<file path="config.mk">
export PLATFORM = sky130hd
export DESIGN_NAME = mmio_console
export DESIGN_NICKNAME = d
export VERILOG_FILES = /design/src/rtl/mmio_console.sv
export SDC_FILE = /design/constraint.sdc
export NUM_CORES = 1
export LEC_CHECK = 0
export BUFFER_PORTS_ARGS = -buffer_cell sky130_fd_sc_hd__buf_2
export CAP_MARGIN = 15
export CORE_UTILIZATION = 35
export CTS_CLUSTER_DIAMETER = 100
export DETAILED_ROUTE_END_ITERATION = 16
export PLACE_DENSITY = 0.67
export SYNTH_ARGS = -nofsm -noshare
export SYNTH_HDL_FRONTEND = slang
export SYNTH_SLANG_ARGS = --single-unit
</file>
<file path="constraint.sdc">
create_clock -name clk -period 3.95 [get_ports clk]
set_input_delay 0.395 -clock clk [delete_from_list [all_inputs] [get_ports clk]]
set_output_delay 0.395 -clock clk [all_outputs]
set_load 0.05 [all_outputs]
</file>
<file path="src/rtl/mmio_console.sv">
// Memory-mapped console/exit device: one-deep request/response port, a print FIFO
// and a sticky done/exit-code register. MMIO_CONSOLE_DROP_ON_FULL_EN selects drop-on-full.
module mmio_console #(
  parameter int unsigned      XLEN       = 32,
  parameter int unsigned      FIFO_DEPTH = 8,
  parameter logic [XLEN-1:0]  DONE_ADDR  = 32'h0000_0100,
  parameter logic [XLEN-1:0]  PRINT_ADDR = 32'h0000_0104
) (
  input  logic              clk,
  input  logic              rst_n,
  input  logic              req_valid,
  output logic              req_ready,
  input  logic              req_write,
  input  logic [XLEN-1:0]   req_addr,
  input  logic [XLEN-1:0]   req_wdata,
  input  logic [XLEN/8-1:0] req_wstrb,
  output logic              rsp_valid,
  input  logic              rsp_ready,
  output logic [XLEN-1:0]   rsp_rdata,
  output logic              rsp_error,
  output logic              out_valid,
  input  logic              out_ready,
  output logic [7:0]        out_data,
  output logic              done,
  output logic [XLEN-1:0]   exit_code
`ifdef MMIO_CONSOLE_DROP_ON_FULL_EN
  ,
  output logic [15:0]       drop_count
`endif
);

  localparam int unsigned PW = (FIFO_DEPTH > 1) ? $clog2(FIFO_DEPTH) : 1;
  localparam int unsigned CW = PW + 1;

  logic                             ready_q, ready_d;
  logic                             rsp_valid_q, rsp_valid_d;
  logic [XLEN-1:0]                  rsp_rdata_q, rsp_rdata_d;
  logic                             rsp_error_q, rsp_error_d;
  logic                             done_q, done_d;
  logic [XLEN-1:0]                  exit_q, exit_d;
  logic [FIFO_DEPTH-1:0][7:0]       mem_q, mem_d;
  logic [PW-1:0]                    rd_q, rd_d, wr_q, wr_d;
  logic [CW-1:0]                    cnt_q, cnt_d;
`ifdef MMIO_CONSOLE_DROP_ON_FULL_EN
  logic [15:0]                      drop_q, drop_d;
`endif

  logic is_done, is_print, want_push, full, hs, push, pop;
  logic unused_wstrb;

  assign unused_wstrb = ^req_wstrb[XLEN/8-1:1];

  always_comb begin
    is_done     = (req_addr == DONE_ADDR);
    is_print    = (req_addr == PRINT_ADDR);
    want_push   = req_write && is_print && req_wstrb[0];
    full        = (cnt_q == CW'(FIFO_DEPTH));
`ifdef MMIO_CONSOLE_DROP_ON_FULL_EN
    req_ready   = ready_q && !rsp_valid_q;
`else
    // Only a byte that would actually be pushed is held off by a full FIFO.
    req_ready   = ready_q && !rsp_valid_q && !(want_push && full);
`endif
    hs          = req_valid && req_ready;
    pop         = out_valid && out_ready;
    push        = hs && want_push && !full;

    ready_d     = 1'b1;
    rsp_valid_d = rsp_valid_q;
    rsp_rdata_d = rsp_rdata_q;
    rsp_error_d = rsp_error_q;
    done_d      = done_q;
    exit_d      = exit_q;
    mem_d       = mem_q;
    rd_d        = rd_q;
    wr_d        = wr_q;
`ifdef MMIO_CONSOLE_DROP_ON_FULL_EN
    drop_d      = drop_q;
`endif

    if (rsp_valid_q && rsp_ready) rsp_valid_d = 1'b0;

    if (hs) begin
      rsp_valid_d = 1'b1;
      rsp_rdata_d = '0;
      rsp_error_d = 1'b0;
      if (is_done) begin
        if (req_write) begin
          if (!done_q) begin
            done_d = 1'b1;
            exit_d = req_wdata;
          end
        end else begin
          rsp_rdata_d = XLEN'(done_q);
        end
      end else if (is_print) begin
        if (!req_write) rsp_rdata_d = XLEN'(cnt_q);
      end else begin
        rsp_error_d = 1'b1;
      end
    end

    if (push) begin
      mem_d[wr_q] = req_wdata[7:0];
      wr_d        = wr_q + PW'(1);
    end
    if (pop) rd_d = rd_q + PW'(1);
    cnt_d = cnt_q + CW'(push) - CW'(pop);

`ifdef MMIO_CONSOLE_DROP_ON_FULL_EN
    if (hs && want_push && full && (drop_q != 16'hFFFF)) drop_d = drop_q + 16'd1;
`endif
  end

  always_ff @(posedge clk or negedge rst_n) begin
    if (!rst_n) begin
      ready_q     <= 1'b0;
      rsp_valid_q <= 1'b0;
      rsp_rdata_q <= '0;
      rsp_error_q <= 1'b0;
      done_q      <= 1'b0;
      exit_q      <= '0;
      mem_q       <= '0;
      rd_q        <= '0;
      wr_q        <= '0;
      cnt_q       <= '0;
`ifdef MMIO_CONSOLE_DROP_ON_FULL_EN
      drop_q      <= '0;
`endif
    end else begin
      ready_q     <= ready_d;
      rsp_valid_q <= rsp_valid_d;
      rsp_rdata_q <= rsp_rdata_d;
      rsp_error_q <= rsp_error_d;
      done_q      <= done_d;
      exit_q      <= exit_d;
      mem_q       <= mem_d;
      rd_q        <= rd_d;
      wr_q        <= wr_d;
      cnt_q       <= cnt_d;
`ifdef MMIO_CONSOLE_DROP_ON_FULL_EN
      drop_q      <= drop_d;
`endif
    end
  end

  assign rsp_valid = rsp_valid_q;
  assign rsp_rdata = rsp_rdata_q;
  assign rsp_error = rsp_error_q;
  assign done      = done_q;
  assign exit_code = exit_q;
  assign out_valid = (cnt_q != '0);
  // Head is gated so out_data reads zero whenever the FIFO is empty.
  assign out_data  = out_valid ? mem_q[rd_q] : 8'h00;
`ifdef MMIO_CONSOLE_DROP_ON_FULL_EN
  assign drop_count = drop_q;
`endif

endmodule

</file>
==> impl_metrics.py <==
metrics = {
    "synth": {
        "ys_seq_elements": 114,
        "synth_edf_count": 0,
        "synth_fa_ha_area_share_pct": 2.16,
        "postSynthCellCount": 388,
        "synth.mux.area_fraction_pct": 28.0,
        "synth_compound_area_share_pct": 1.83,
        "yosys.area.top_type": "dfrtp_1",
        "syn_area_mm2": 0.00555,
        "synth_flop_cell": "dfrtp_1",
        "synth_top_family_by_area": "multiplexers",
        "synthTopCellsByCount": "dfrtp_1, mux2_2, buf_4",
        "yosysMostFrequentCell": "dfrtp_1",
        "ys_seq_area_share_pct": 51.4,
        "synth.top_cell.area_share_pct": 51.4,
        "ys_types": 37,
        "yosys.area_share.simple_pct": 9.60,
        "synth_warnings": 0,
        "yosys.area_share.xor_xnor_pct": 0.947,
        "async_flop_share_pct": 100,
        "ys_top_cells_by_area": "dfrtp_1, mux2_2, mux4_2",
        "synth_area_per_cell_um2": 14.3,
    },
    "setup_path": {
        "slowest_delay_ns": 0.78,
        "cp_top_family": "simple AND/OR/NAND/NOR gates",
        "worstPathCellList": "nand3b_1 > or3b_2 > or3_1 > ha_1 > inv_1 > ha_1 > fa_1 > xor2_1",
        "required_ns": 4.24,
        "cp-start-kind": "flip-flop",
        "crit_buf_inv": 1,
        "worstPathMaxFanout": 11,
        "crit_slowest_cell": "or3b_2",
        "critPathCaptureType": "flip-flop",
        "path_class": "reg -> reg",
        "critPathArrivalTime_ns": 3.48,
        "path_common_cell": "ha_1",
    },
    "floorplanning": {
        "io_pins": 151,
        "die_area_mm2": 0.0164,
        "coreArea_mm2": 0.0153,
        "start_util_pct": 36.2,
        "fp.dieW_um": 128,
        "die_y_um": 128,
        "fp-row-count": 45,
    },
    "grt": {
        "grt-ovfl-total": 0,
        "grt_max_degree": 86,
        "antenna_found_initial": 0,
        "grt_pass1_vias": 3759,
        "grt_usage_pct": 15.8,
        "grt_pass1_wl_um": 19400,
    },
    "timing": {
        "min_period_ns": 3.19,
        "timing.fmax_ghz": 0.313,
        "slew_headroom_pct": 42.4,
        "finalMaxSlewViolations": 0,
        "tns_ns": 0,
        "worstMarginPinSlew_ns": 0.864,
        "setup_viol": 0,
        "rsz0062_at_grt": "no",
        "finalHoldViolCount": 0,
        "fin_crit_sh_pct": 80.9,
        "fin_skew_ns": 0.00739,
    },
    "clock_network": {
        "htreeDepth": 4,
        "clock_latency_ns": 0.41,
        "cts_buffer_depth": 2,
        "cts_buffers": 17,
        "postCtsSetupBuffers": 0,
        "postCtsHoldBufs": 0,
        "cts_tree": "yes",
        "clk_pin_slew_ns": 0.05,
        "clkSinkCount": 114,
        "cts_resized": 0,
        "cts_root_buf": "clkbuf_16",
    },
    "detailed_routing": {
        "routed.top_layer": "met4",
        "wl_per_cell_um": 15.6,
        "routed_wl_um": 11500,
        "drt_iter0_markers": 93,
        "met1_length_um": 5060,
        "num_vias": 3509,
        "wl_met3_um": 380,
        "wl_met2_um": 5870,
        "drt_pass1_iterations": 4,
        "routed_via_density": 4.75,
        "final_antenna_net_count": 0,
        "drc": 0,
    },
    "run_status": {
        "status": "finished clean",
    },
    "power": {
        "powerDensity_mw_per_mm2": 474,
        "leakagePower_nw": 3.63,
        "vdd_drop_max_mv": 0.228,
    },
    "final_layout": {
        "fillCellCount": 1410,
        "area_delta_synth_final_pct": 23.6,
        "drive_gt1_share_pct": 53.7,
        "nNetsFinal": 598,
        "diodes": 0,
        "utilization_pct": 44.8,
    },
    "run": {
        "cap_violations": 0,
    },
    "worst_hold_path": {
        "hp-class": "in -> reg",
    },
    "place": {
        "post-dp-hpwl_um": 8000,
        "io_buffers": 119,
        "gp_congestion": 0.751,
    },
}
-- metal layers --
layer | GRT usage [%] | vias to the layer above
li1 | - | 1617
met1 | 19.0 | 1790
met2 | 26.5 | 88
met3 | 4.47 | 14
met4 | 6.37 | 0
met5 | 0 | -
-- worst paths after layout --
kind	cells past startpoint	slack (ns)	startpoint	to
max in group asynchronous	4	2.50	rst_n	exit_code[30]
worst min-delay path	2	0.17	rsp_ready	rsp_valid
worst min register to register	1	0.49	exit_code[5]	exit_code[5]
min in group asynchronous	2	0.41	rst_n	exit_code[4]
worst max-delay path	8	0.76	rsp_valid	cnt_q[2]
worst max register to register	8	0.76	rsp_valid	cnt_q[2]
-- cell families after synthesis --
group	after synthesis
flops	114
fa+ha+maj	9
mux	123
xor+xnor	6
compound gates	14
other cells	2
buf+inv	55
simple gates	65
-- cell usage in the layout, fill, tap and decap left out, types with 4 or more instances in the layout --
master     netlist  final
buf_2            6    118
buf_4           29      5
clkbuf_16        0     17
clkinv_2         0      5
conb_1           2     29
dfrtp_1        114    114
ha_1             8      8
inv_1           11     11
mux2_2          96     96
mux2i_1          9      9
mux4_2          16     16
nand2_1          7      7
nand3_1          5      5
nand3b_1         4      4
nor2_1          11     11
nor4_1          10     10
nor4_4           9      9
o31ai_1          5      5
or3b_2           4      4
-- through the flow --
step	setup slack (ns)	hold slack (ns)	std cells	area, um^2	total power, mW
2_1_floorplan	0.785	0.0994	415	5650	1.67
3_3_place_gp	0.827	0.466	705	6260	1.80
3_5_place_dp	0.778	0.478	705	6260	1.81
4_1_cts	0.753	0.154	736	6830	3.29
5_1_grt	0.612	0.167	738	6860	3.41
6_report	0.755	0.172	738	6860	3.25
-- power by group --
group          switching, mW  internal, mW
clock network          0.516         0.952
registers             0.0955          1.21
logic                  0.279         0.198
-- flip-flops by register name (all words and copies together) (netlist names) --
| register | flops |
|---|---|
| ready_q | 1 |
| exit_code | 32 |
| done | 1 |
| mem_q | 64 |
| rsp_valid | 1 |
| rsp_rdata | 4 |
| rsp_error | 1 |
| rd_q | 3 |
| cnt_q | 4 |
| wr_q | 3 |
-- cell type report --
type	count	area [um^2]	area share, %
multi-input combinational	246	2470	36.0
timing repair buffer	125	666	9.70
inverter	11	41.3	0.602
clock buffer	21	460	6.71
tap	211	264	3.85
clock inverter	10	110	1.60
sequential	114	2850	41.6
Power figures use the tool's default switching activity.
